==> src/rtl/ter_pkg.sv <==
// Shared ternary definitions for the mod-3 polynomial datapath.
// Provides the 2-bit ternary type, its three legal codes, the stream FSM state type,
// and a normalize helper that maps the illegal code 11 onto zero.
package ter_pkg;

  typedef logic [1:0] ter_t;

  localparam ter_t TER_ZERO = 2'b00;
  localparam ter_t TER_POS  = 2'b01;
  localparam ter_t TER_NEG  = 2'b10;

  typedef enum logic {
    ST_RUN  = 1'b0,
    ST_TAIL = 1'b1
  } state_t;

  // Code 11 carries no meaning on the wire; it is read as zero.
  function automatic ter_t ter_norm(input ter_t c);
    return (c == 2'b11) ? TER_ZERO : c;
  endfunction

endpackage

==> src/rtl/sub_ter.sv <==
// Ternary subtractor: z = x - y (mod 3), purely combinational.
// Ports: x, y - ternary operands (11 read as 0); z - ternary result, never 11.
// Latency: zero cycles; no flow control.
module sub_ter (
  input  logic [1:0] x,
  input  logic [1:0] y,
  output logic [1:0] z
);
  import ter_pkg::*;

  ter_t xn;
  ter_t yn;

  always_comb begin
    xn = ter_norm(x);
    yn = ter_norm(y);
    z  = TER_ZERO;
    // Differences of +/-2 wrap to -/+1 modulo 3.
    case ({xn, yn})
      {TER_ZERO, TER_POS}:  z = TER_NEG;
      {TER_ZERO, TER_NEG}:  z = TER_POS;
      {TER_POS,  TER_ZERO}: z = TER_POS;
      {TER_POS,  TER_NEG}:  z = TER_NEG;
      {TER_NEG,  TER_ZERO}: z = TER_NEG;
      {TER_NEG,  TER_POS}:  z = TER_POS;
      default:              z = TER_ZERO;
    endcase
  end

endmodule

==> src/rtl/mul_phi1_stream.sv <==
// Streaming multiply by (x-1) in Z3[x]/(x^N-1): b_i = a_(i-1) - a_i, two coefs per beat.
// Ports: clk/rst (sync, active-high); in_valid/in_ready/in_coef input stream;
//        out_valid/out_ready/out_coef/out_lanes/out_last output stream (one register, 1-cycle latency).
// Backpressure: in_ready follows output-register availability; one extra tail beat (b_0) per polynomial.
module mul_phi1_stream #(
  parameter int N = 701
) (
  input  logic       clk,
  input  logic       rst,
  input  logic       in_valid,
  output logic       in_ready,
  input  logic [3:0] in_coef,
  output logic       out_valid,
  input  logic       out_ready,
  output logic [3:0] out_coef,
  output logic [1:0] out_lanes,
  output logic       out_last
);
  import ter_pkg::*;

  localparam int              CW        = $clog2((N + 1) / 2);
  localparam logic [CW-1:0]   LAST_BEAT = CW'((N - 1) / 2);

  if ((N < 3) || ((N % 2) == 0)) begin : g_bad_n
    $error("mul_phi1_stream: N must be odd and >= 3");
  end

  state_t        state_q, state_d;
  logic [CW-1:0] cnt_q, cnt_d;
  ter_t          prev_q, prev_d;    // last coef seen: a_(2k-1) in RUN, a_(N-1) in TAIL
  ter_t          first_q, first_d;  // a_0, needed again for the wrap-around b_0
  logic          out_valid_q, out_valid_d;
  logic [3:0]    out_coef_q, out_coef_d;
  logic [1:0]    out_lanes_q, out_lanes_d;
  logic          out_last_q, out_last_d;

  ter_t a_lo;
  ter_t a_hi;
  ter_t d_lane0;
  ter_t d_lane1;
  ter_t d_tail;
  logic out_free;
  logic in_fire;
  logic tail_load;

  assign a_lo = ter_norm(in_coef[1:0]);
  assign a_hi = ter_norm(in_coef[3:2]);

  // lane0: b_2k = a_(2k-1) - a_2k
  sub_ter u_lane0 (.x(prev_q), .y(a_lo),    .z(d_lane0));
  // lane1: b_2k+1 = a_2k - a_2k+1
  sub_ter u_lane1 (.x(a_lo),   .y(a_hi),    .z(d_lane1));
  // tail: b_0 = a_(N-1) - a_0
  sub_ter u_tail  (.x(prev_q), .y(first_q), .z(d_tail));

  // Output register can take a new beat when empty or being drained this cycle.
  assign out_free  = !out_valid_q || out_ready;
  assign in_ready  = (state_q == ST_RUN) && out_free;
  assign in_fire   = in_valid && in_ready;
  assign tail_load = (state_q == ST_TAIL) && out_free;

  always_comb begin
    state_d     = state_q;
    cnt_d       = cnt_q;
    prev_d      = prev_q;
    first_d     = first_q;
    out_valid_d = out_valid_q;
    out_coef_d  = out_coef_q;
    out_lanes_d = out_lanes_q;
    out_last_d  = out_last_q;

    if (out_valid_q && out_ready) begin
      out_valid_d = 1'b0;
    end

    if (in_fire) begin
      out_valid_d = 1'b1;
      out_last_d  = 1'b0;
      if (cnt_q == '0) begin
        // Beat 0: b_0 needs a_(N-1), so only b_1 can be produced now.
        out_coef_d  = {d_lane1, TER_ZERO};
        out_lanes_d = 2'b10;
        first_d     = a_lo;
        prev_d      = a_hi;
        cnt_d       = cnt_q + CW'(1);
      end else if (cnt_q == LAST_BEAT) begin
        // Final beat carries a_(N-1) alone; lane1 input is ignored.
        out_coef_d  = {TER_ZERO, d_lane0};
        out_lanes_d = 2'b01;
        prev_d      = a_lo;
        cnt_d       = '0;
        state_d     = ST_TAIL;
      end else begin
        out_coef_d  = {d_lane1, d_lane0};
        out_lanes_d = 2'b11;
        prev_d      = a_hi;
        cnt_d       = cnt_q + CW'(1);
      end
    end else if (tail_load) begin
      out_valid_d = 1'b1;
      out_coef_d  = {TER_ZERO, d_tail};
      out_lanes_d = 2'b01;
      out_last_d  = 1'b1;
      state_d     = ST_RUN;
    end
  end

  always_ff @(posedge clk) begin
    if (rst) begin
      state_q     <= ST_RUN;
      cnt_q       <= '0;
      prev_q      <= TER_ZERO;
      first_q     <= TER_ZERO;
      out_valid_q <= 1'b0;
      out_coef_q  <= 4'b0000;
      out_lanes_q <= 2'b00;
      out_last_q  <= 1'b0;
    end else begin
      state_q     <= state_d;
      cnt_q       <= cnt_d;
      prev_q      <= prev_d;
      first_q     <= first_d;
      out_valid_q <= out_valid_d;
      out_coef_q  <= out_coef_d;
      out_lanes_q <= out_lanes_d;
      out_last_q  <= out_last_d;
    end
  end

  assign out_valid = out_valid_q;
  assign out_coef  = out_coef_q;
  assign out_lanes = out_lanes_q;
  assign out_last  = out_last_q;

endmodule

==> config.mk <==
export PLATFORM = sky130hd
export DESIGN_NAME = mul_phi1_stream
export DESIGN_NICKNAME = d
export VERILOG_FILES = /design/src/rtl/ter_pkg.sv /design/src/rtl/sub_ter.sv /design/src/rtl/mul_phi1_stream.sv
export SDC_FILE = /design/constraint.sdc
export NUM_CORES = 1
export LEC_CHECK = 0
export CAP_MARGIN = 0
export CORE_MARGIN = 2
export CORE_UTILIZATION = 30
export CTS_CLUSTER_DIAMETER = 60
export DETAILED_ROUTE_END_ITERATION = 6
export REMOVE_ABC_BUFFERS = 1
export SYNTH_ARGS = -nofsm -noshare
export SYNTH_HDL_FRONTEND = slang
export SYNTH_SLANG_ARGS = --single-unit
==> constraint.sdc <==
create_clock -name clk -period 1.28 [get_ports clk]
set_input_delay 0.256 -clock clk [delete_from_list [all_inputs] [get_ports clk]]
set_output_delay 0.256 -clock clk [all_outputs]
set_load 0.02 [all_outputs]
==> run_results.csv <==
group,metric,value,unit
outcome,status,"finished with violations",
outcome,violations,"negative setup slack",
worst_setup_path,critPathLaunchType,"flip-flop",
routing,routedWlPerCell,15.04,µm
global_routing,grt_pass1_wl,6.223,mm
pwr,switching_share,0.2879,
routing,ant_nets,0,
place,io_buffer_count,16,
sta,fin_skew,4.745,ps
worst_setup_path,r2r_start,"cnt_q[0]",
worst_setup_path,critPathCapture,"prev_q[0]",
sta,fmax,654.5,MHz
floorplan,die_area,4765,µm²
sta,fin_crit,1528,ps
floorplan,top_level_ports,17,
floorplan,die_w,69.03,µm
global_routing,grt_start_max_net_pins,12,
clock_network,cts_max_level,1,
pwr,p_leak,0.8787,nW
place,gp_congestion,0.7870,
worst_setup_path,critPathMaxFanout,4,
pwr,powerDensity,751.5,nW/µm²
logic_synthesis,synth-simple-area-share,0.2742,
logic_synthesis,yosysTopAreaCellShare,0.3471,
place,dpl-instance-area,1750,µm²
finish,drive_gt1_frac,0.5122,
min_path,hold_start,"out_coef[3]",
logic_synthesis,synth_xor_area_frac,0.04142,
worst_setup_path,critPathKind,"flip-flop to flip-flop",
clock_network,cts_tree,"done",
logic_synthesis,synth_warnings,0,
pwr,p_sw,0.4681,mW
logic_synthesis,synth_edf_count,0,
logic_synthesis,postSynthCellCount,147,
worst_setup_path,worstPathRequired,1430,ps
worst_setup_path,startpoint,"cnt_q[0]",
worst_setup_path,rr_endpoint,"prev_q[0]",
global_routing,track_usage,0.1553,
sta,maxSlewViolCount,0,
logic_synthesis,synthFlopType,"dfxtp_1",
logic_synthesis,avgSynthCellArea,8.631,µm²
finish,design_area,2163,µm²
worst_setup_path,crit_path_end_kind,"flip-flop",
routing,vias,1313,
clock_network,clockRootBuffer,"clkbuf_8",
logic_synthesis,ys_seq_area_frac,0.3471,
clock_network,cts_buffer_depth,2,
pwr,p_int,1.158,mW
pwr,seq_power_share,0.455,
logic_synthesis,yosysTopAreaCell,"dfxtp_1",
pwr,ir_drop,0.4375,mV
sta,slew_headroom,0.7520,
clock_network,clk_pin_slew_worst_paths,80,ps
floorplan,die_y,69.03,µm
finish,fin_nets,227,
pwr,clkPwrFrac,0.259,
logic_synthesis,synth_top_family_by_area,"simple AND/OR/NAND/NOR gates",
logic_synthesis,ys_ff_latch,22,
place,place.detailed.hpwl,2.522,mm
job,max_cap_viol_count,0,
sta,finalCritPeriodShare,1.194,
global_routing,antenna_found_initial,0,
worst_setup_path,ff2ff_setup_slack,-250,ps
clock_network,clock-sinks,22,
global_routing,grt_overflow,0,
sta,rsz0062_at_grt,"true",
sta,finalHoldViolCount,0,
floorplan,coreArea,4029,µm²
floorplan,row_count,23,
routing,drt-total-wl,3.836,mm
sta,holdWs,503.8,ps
routing,dr.pass1.iters,6,
logic_synthesis,yosys-mux-area-fraction,0.01578,
worst_setup_path,worstPathArrival,1680,ps
logic_synthesis,synth_compound_area_frac,0.1430,
sta,setup_viol,19,
logic_synthesis,synth_adder_area_share,0.1183,
logic_synthesis,synth.area.top_cells,"dfxtp_1, ha_1, nor2_1, a222oi_1, xnor2_1",
finish,n_antenna_cell,0,
finish,area_delta_synth_final,70.51,%
global_routing,grt_pass1_vias,1383,
pwr,power_frac_comb,0.286,
routing,vias_per_cell,5.149,
min_path,hold_path_class,"flip-flop to flip-flop",
logic_synthesis,async_reset_ff_frac,0,
clock_network,clk_latency,260,ps
routing,drc,0,
floorplan,initial_core_util,0.3149,
logic_synthesis,synth_area,1269,µm²
routing,drt-initial-drc-count,137,
clock_network,cts_made_buffers,3,
worst_setup_path,r2r_cells,6,
logic_synthesis,synth_cell_types,36,
sta,setup_ws,-247.8,ps
sta,tightestPinTransition,368.2,ps
synth_stat cells (2+ instances only):
cell type,count
a211oi_1,2
a21oi_1,4
a222oi_1,6
a22oi_1,3
a32oi_1,2
dfxtp_1,22
ha_1,12
inv_1,12
mux2i_1,2
nand2_1,6
nand3_1,7
nand3b_1,2
nand4_1,2
nor2_1,23
nor2b_1,2
nor3_1,8
nor4_1,6
o21a_1,2
o21ai_0,2
xnor2_1,6
metrics by stage:
stage | utilization | setup slack, ps | cells | setup TNS (ps) | total power, mW
after floorplan | - | -358.3 | 142 | -4765 | 0.9339
after global placement | 0.4345 | -570.2 | 245 | -8459 | 1.109
after detailed placement | 0.4345 | -589.1 | 245 | -8842 | 1.122
after CTS | 0.4988 | -195.4 | 252 | -1911 | 1.584
after global routing | 0.5370 | -300.3 | 255 | -3678 | 1.719
final | 0.5370 | -247.8 | 255 | -2443 | 1.626
state kept, by name, summed over array words and instances, names as in the netlist:
| name | count |
|---|---|
| cnt_q | 9 |
| first_q | 2 |
| out_coef | 4 |
| out_lanes | 2 |
| out_last | 1 |
| out_valid | 1 |
| prev_q | 2 |
| state_q | 1 |
per-layer routing:
| layer | vias up | routed length, µm | track usage |
|---|---|---|---|
| met5 | - | 0 | 0 |
| met4 | 0 | 31 | 0.02832 |
| met3 | 4 | 85 | 0.02485 |
| met2 | 17 | 2088 | 0.2981 |
| met1 | 644 | 1630 | 0.1803 |
| li1 | 648 | - | - |
critical path: stages (launching register included):
cell and delay, ps:
dfxtp_2 340, inv_4 70, ha_4 110, and4bb_2 290, and3_4 240, nor3_2 50
nor4_2 320
logic make-up after synthesis:
kind of cell / count (synthesis)
simple gates: 65
compound gates: 23
flops: 22
buf+inv: 17
fa+ha+maj: 12
xor+xnor: 6
mux: 2
final cells by class:
class	count	area, µm²
fillers	372	1866
multi-input cells	109	1052
repair buffers	59	500.5
flip-flops and latches	22	459.2
well taps	50	62.56
inverters	12	47.55
clock buffers	3	41.29
placed cells by master (no fill, tap or decap), types with 6 or more instances in the layout:
cell type and instances:
dlygate4sd2_1 13, buf_4 35, inv_1 8, ha_4 8, buf_6 6, a222oi_1 6, dfxtp_1 11, dfxtp_2 9
nor2_1 19
what timing repair did:
action | CTS | global route
setup endpoints to repair | 29 | 22
gates cloned | 2 | 0
pin swaps | 24 | 18
hold buffers | 0 | 0
buffers inserted | 2 | 4
resized for setup | 65 | 33
worst min path at each step:
stage / endpoint / slack, ps / depth (start not counted)
2_1_floorplan: cnt_q[1] / 330 / 1
3_3_place_gp: out_coef[3] / 470 / 2
3_5_place_dp: out_coef[3] / 490 / 2
4_1_cts: out_last / 510 / 2
5_1_grt: out_coef[3] / 530 / 2
6_report: out_coef[3] / 500 / 2
power groups by stage:
stage | sequential, mW | combinational, mW | clock (mW)
3_5_place_dp | 0.749 | 0.373 | 0
5_1_grt | 0.743 | 0.509 | 0.467
2_1_floorplan | 0.769 | 0.164 | 0
6_report | 0.740 | 0.465 | 0.421
3_3_place_gp | 0.747 | 0.362 | 0
4_1_cts | 0.739 | 0.416 | 0.429
No activity file was read; power rests on OpenSTA's default activity.
==> RTL edit 1 (same flow settings) <==
Set the parameter `N` to 175 (it was 701).
--- a/src/rtl/mul_phi1_stream.sv
+++ b/src/rtl/mul_phi1_stream.sv
@@ -3,7 +3,7 @@
 //        out_valid/out_ready/out_coef/out_lanes/out_last output stream (one register, 1-cycle latency).
 // Backpressure: in_ready follows output-register availability; one extra tail beat (b_0) per polynomial.
 module mul_phi1_stream #(
-  parameter int N = 701
+  parameter int N = 175
 ) (
   input  logic       clk,
   input  logic       rst,
Formal check against the unedited RTL: no difference found for any inputs over 10 cycles, from zero or initial values and one cycle with rst high; that may be too few to reach the edited logic, so the function may still have changed.
==> RTL edit 1 against the unedited design <==
The flow still finishes with violations (negative setup slack). Critical path depth shrank 1. Total power shrank 1.7%. Fmax grew 8.7%. Utilization shrank 1.7 points. Sequential share of layout area shrank 0.082 points. Routed wire length shrank 17%. Worst setup slack gained 120 ps. Synthesized area shrank 5.5%. Die area shrank 5.2%. Sequential cell count shrank 2. Non-clock buffer count shrank 6. Clock skew is essentially flat. Count of clock-buffer cells in the layout grew 1. Design area shrank 10%.
==> RTL edit 1: results (changes against the unedited design) <==
- Status: finished, violations left (unchanged)
- Failing checks: negative setup slack (unchanged)
- CP max FO: 4 (unchanged)
- Worst hold path class: flop to flop (unchanged)
- Slowest cell on the critical path: a222oi_1 (was dfxtp_2)
- Critical path's top delay family: compound AO/OA/AOI/OAI gates (was simple AND/OR/NAND/NOR gates)
- FILL cells: 356 (was 372)
- H-tree levels: 1 (unchanged)
- Clk_lat worst skew: 270 ps
- Final setup vio count: 10 (was 19)
- Vias in the first global route: 1098 (was 1383)
- Worst Hold Path Cells: 2 (unchanged)
- Worst slack, placed: -616.3 ps (was -589.1 ps)
- Slew at the pin with the worst max-slew slack: 367.0 ps (was 368.2 ps)
- DP HPWL: 2262 um (was 2522 um)
- VDD IR-drop max: 0.0006473 V (was 0.0004375 V)
- Max reg flops: 7 (was 9)
- # diodes: 0 (unchanged)
- Detailed Routing Iterations Pass 1: 4 (was 6)
- First-pass GRT wire length: 5216 um (was 6223 um)
- Final Hold Viols: 0 (unchanged)
- GR Util All Layers: 0.1527 (was 0.1553)
- Layout Cells excl Fill: 234 (was 255)
- Routability cong.: 0.7936 (was 0.7870)
- Largest net degree at the start of global routing: 12 (unchanged)
- Asr flop ratio synth: 0 (unchanged)
- Drt total wl: 3193 um (was 3836 um)
- Ratio of cells with drive above 1 in the final layout: 0.5108 (was 0.5122)
- Fin Clk Skew: 4.649 ps (was 4.745 ps)
- Initial DRC count: 60 (was 137)
- Clk pin slew, worst setup/hold paths: 80 ps (about the same)
- IO buf count: 16 (unchanged)
- Worst hold slack: 484.6 ps (was 503.8 ps)
- Via count: 1210 (was 1313)
- DP Area: 0.001613 sq mm (was 0.001750 sq mm)
- Critical path arrival: 1570 ps (was 1680 ps)
- Yosys cell types: 37 (was 36)
- Static leakage power: 0.0008130 uW (was 0.0008787 uW)
- Clk buf depth: 2 (unchanged)
- Seq/Total Area, Yosys: 0.3340 (was 0.3471)
- Setup_tns: -531.7 ps (was -2443 ps)
- Placed cell count: 224 (was 245)
- Yosys warnings: 0 (unchanged)
- Top cells by area, synth: dfxtp_1 33%, ha_1 11%, a222oi_1 5.0% (was dfxtp_1 35%, ha_1 12%, nor2_1 6.8%)
- Worst R2R Path Depth: 5 (was 6)
- Fin worst setup slack: -126.0 ps (was -247.8 ps)
- Initial core utilization: 0.3202 (was 0.3149)
- Top cells by count, synth: 20 x dfxtp_1, 15 x inv_1, 11 x ha_1, 11 x nor2_1 (was 23 x nor2_1, 22 x dfxtp_1, 12 x ha_1, 12 x inv_1, 8 x nor3_1)
- Root Buffer Master: clkbuf_8 (unchanged)
- Final nets: 206 (was 227)
- Mapped Cells: 134 (was 147)
- Crit-path max cell delay: 400 ps (was 340 ps)
## RTL edit 1: changes by cell type after synthesis, sizes merged, moves of 3 or more
cell and change:
nor2 -13, nor4 -6, xnor2 -6, a21oi +4, inv +4, nor3 -4, o21ai +4, nand3 +3
o221a +3
## RTL edit 1: layout make-up
cell class | count | area, sq um | share of cell area
Clock buffer | 4 | 55.05 | 0.02828
Inverter | 16 | 65.06 | 0.03342
Multi-Input combinational cell | 93 | 913.4 | 0.4692
Sequential cell | 20 | 411.6 | 0.2114
Tap cell | 48 | 60.06 | 0.03085
Timing Repair Buffer | 53 | 441.7 | 0.2269
## RTL edit 1: where the power goes
part | switching, uW | total, uW | internal [uW]
Combinational | 201 | 421 | 219
Sequential | 22.4 | 674 | 652
Clock | 229 | 504 | 275
Total | 453 | 1600 | 1150
## RTL edit 1: kinds of logic after synthesis
kind of cell	Yosys count	share of synthesized area
simple gates	44	0.2088
flops	20	0.3340
xor+xnor	1	0.007308
buf+inv	22	0.08872
mux	3	0.02505
compound gates	33	0.2213
fa+ha+maj	11	0.1148
## RTL edit 1: final timing paths
path           startpoint           end
max             prev_q[0]   out_coef[1]
min          out_lanes[1]  out_lanes[1]
max reg2reg     prev_q[0]   out_coef[1]
min reg2reg  out_lanes[1]  out_lanes[1]
## RTL edit 1: routing by layer
metal  vias to the layer above  wire length (um)  global-route usage
met5                         -                 0                   0
met2                        25              1533              0.2550
met4                         0                35             0.04847
met1                       581              1521              0.1927
li1                        599                 -                   -
met3                         5               102             0.03833
## RTL edit 1: what timing repair did
item | 4_1_cts | 5_1_grt
setup buffers | 4 | 1
endpoints found under the hold margin | 0 | 0
gates resized for setup | 67 | 17
cloned | 1 | 0
pin swaps | 37 | 22
endpoints found under the setup margin | 26 | 19
==> RTL edit 2 (same flow settings) <==
Without the edit above. One comparison of `cnt_q` changes from == to >=.
--- a/src/rtl/mul_phi1_stream.sv
+++ b/src/rtl/mul_phi1_stream.sv
@@ -83,7 +83,7 @@
         first_d     = a_lo;
         prev_d      = a_hi;
         cnt_d       = cnt_q + CW'(1);
-      end else if (cnt_q == LAST_BEAT) begin
+      end else if (cnt_q >= LAST_BEAT) begin
         // Final beat carries a_(N-1) alone; lane1 input is ignored.
         out_coef_d  = {TER_ZERO, d_lane0};
         out_lanes_d = 2'b01;
Formal check against the unedited RTL: same outputs for any inputs over 10 cycles, from zero or initial values and one cycle with rst high; that may be too few to reach the edited logic, so the function may still have changed.
==> RTL edit 2 against the unedited design <==
The flow still finishes with violations (negative setup slack). Synthesized cell count fell by 2.0%. Clock power rose by 7.8%. Die area rose by 4.7%. Fmax rose by 3.9%. Synthesized area rose by 5.0%. Worst setup slack improved by 57 ps. Cell count fell by 1.2%. Design area fell by 3.5%. Routed wire length fell by 6.3%. Count of clock-buffer cells in the layout did not move. Critical path depth did not move. Sequential cell count did not move. Total power rose by 0.19%. Utilization fell by 5.4 points. Critical endpoint is now out_coef[1]. Largest cell class unchanged.
==> RTL edit 2: results (changes against the unedited design) <==
- Setup_tns: -2790 ps (was -2443 ps)
- Failing checks: negative setup slack (unchanged)
- Routability cong.: 0.7963 (was 0.7870)
- DP Area: 0.001810 sq mm (was 0.001750 sq mm)
- Fin Clk Skew: 0.9523 ps (was 4.745 ps)
- Yosys warnings: 0 (unchanged)
- Total CTS buffers: 3 (unchanged)
- Ys flop type: dfxtp_1 (unchanged)
- Initial DRC count: 51 (was 137)
- Final nets: 222 (was 227)
- Detailed Routing Iterations Pass 1: 5 (was 6)
- VDD IR-drop max: 0.0005558 V (was 0.0004375 V)
- FILL cells: 436 (was 372)
- Static leakage power: 0.0008432 uW (was 0.0008787 uW)
- Top cells by count, synth: 22 x dfxtp_1, 16 x nor2_1, 12 x ha_1 (was 23 x nor2_1, 22 x dfxtp_1, 12 x ha_1, 12 x inv_1, 8 x nor3_1)
- Status: finished, violations left (unchanged)
- Ratio of cells with drive above 1 in the final layout: 0.4900 (was 0.5122)
- Worst hold path class: input port to flop (was flop to flop)
- DP HPWL: 2696 um (was 2522 um)
- Placed cell count: 244 (was 245)
- Core Util, Final: 0.4826 (was 0.5370)
- Syn Area/Cell: 9.254 sq um (was 8.631 sq um)
- Vias in the first global route: 1325 (was 1383)
- Yosys top cell area share: 0.3305 (was 0.3471)
- First-pass GRT wire length: 5858 um (was 6223 um)
- Largest Register: cnt_q (unchanged)
- GR Util All Layers: 0.1459 (was 0.1553)
- Top cells by area, synth: dfxtp_1 33%, ha_1 11%, a222oi_1 4.5% (was dfxtp_1 35%, ha_1 12%, nor2_1 6.8%)
- Final setup vio count: 19 (unchanged)
- Slew headroom: 0.6429 (was 0.7520)
- # diodes: 0 (unchanged)
- Seq/Total Area, Yosys: 0.3305 (was 0.3471)
- Drt via density: 5.087 (was 5.149)
- Drt total wl: 3596 um (was 3836 um)
- Max reg flops: 9 (unchanged)
- Clk buf depth: 2 (unchanged)
- Layout Cells excl Fill: 252 (was 255)
- Worst slack, placed: -679.1 ps (was -589.1 ps)
- Fin worst setup slack: -190.8 ps (was -247.8 ps)
- Critical path arrival: 1640 ps (was 1680 ps)
- H-tree levels: 1 (unchanged)
- Yosys cell types: 39 (was 36)
-- RTL edit 2: changes by cell type after synthesis, moves of 4 or more --
cell,before,now
nor2_1,23,16
nor4_1,6,0
xnor2_1,6,0
or3_1,1,6
nand3_1,7,3
nor3_1,8,4
-- RTL edit 2: what timing repair did --
item,in CTS,in global routing
setup endpoints to repair,29,21
pin swaps,19,18
endpoints found under the hold margin,0,0
buffers inserted,4,1
gates resized for setup,50,24
-- RTL edit 2: worst paths after layout --
check / from / to / cells past startpoint
max: prev_q[0] / out_coef[1] / 6
min: in_valid / out_valid / 4
min reg2reg: out_lanes[1] / out_lanes[1] / 2
max reg2reg: prev_q[0] / out_coef[1] / 6
-- RTL edit 2: final cells by class --
cell class,instances,share of cell area
Multi-Input combinational cell,106,0.4850
Timing Repair Buffer,58,0.2254
Sequential cell,22,0.2176
Tap cell,52,0.03118
Inverter,11,0.02098
Clock buffer,3,0.01978
-- RTL edit 2: critical path, stage by stage, from the launching register on --
cell,delay [ps]
dfxtp_2,350
inv_2,50
ha_4,230
a222oi_1,390
a21oi_1,100
a211oi_2,180
nor3_1,60
-- RTL edit 2: per-stage QoR --
stage / hold WS, ps / total power (uW)
after floorplan: 325.1 / 918.7
after global placement: 452.1 / 1100
after detailed placement: 462.4 / 1112
after CTS: 487.2 / 1595
after global routing: 390.1 / 1699
final: 355.6 / 1629
-- RTL edit 2: kinds of logic (layout without fill, tap and decap cells) --
logic type | after synthesis | after routing | share of synthesized area
and+or+nand+nor | 52 | 52 | 0.2366
AOI/OAI and AO/OA | 35 | 35 | 0.2207
DFF | 22 | 22 | 0.3305
buffers and inverters | 16 | 72 | 0.04977
adders and majority gates | 12 | 12 | 0.1127
muxes | 4 | 4 | 0.03005
xor gates and xnor gates | 3 | 3 | 0.01972
-- RTL edit 2: routing by layer --
metal | up-vias | track usage | routed length, um
li1 | 638 | - | -
met4 | 0 | 0.03145 | 21
met2 | 18 | 0.2830 | 1970
met5 | - | 0 | 0
met3 | 3 | 0.02707 | 101
met1 | 623 | 0.1648 | 1502
-- RTL edit 2: where the power goes --
part / switching (uW) / internal, uW
combinational: 214 / 225
clock: 243 / 211
sequential: 22.4 / 713
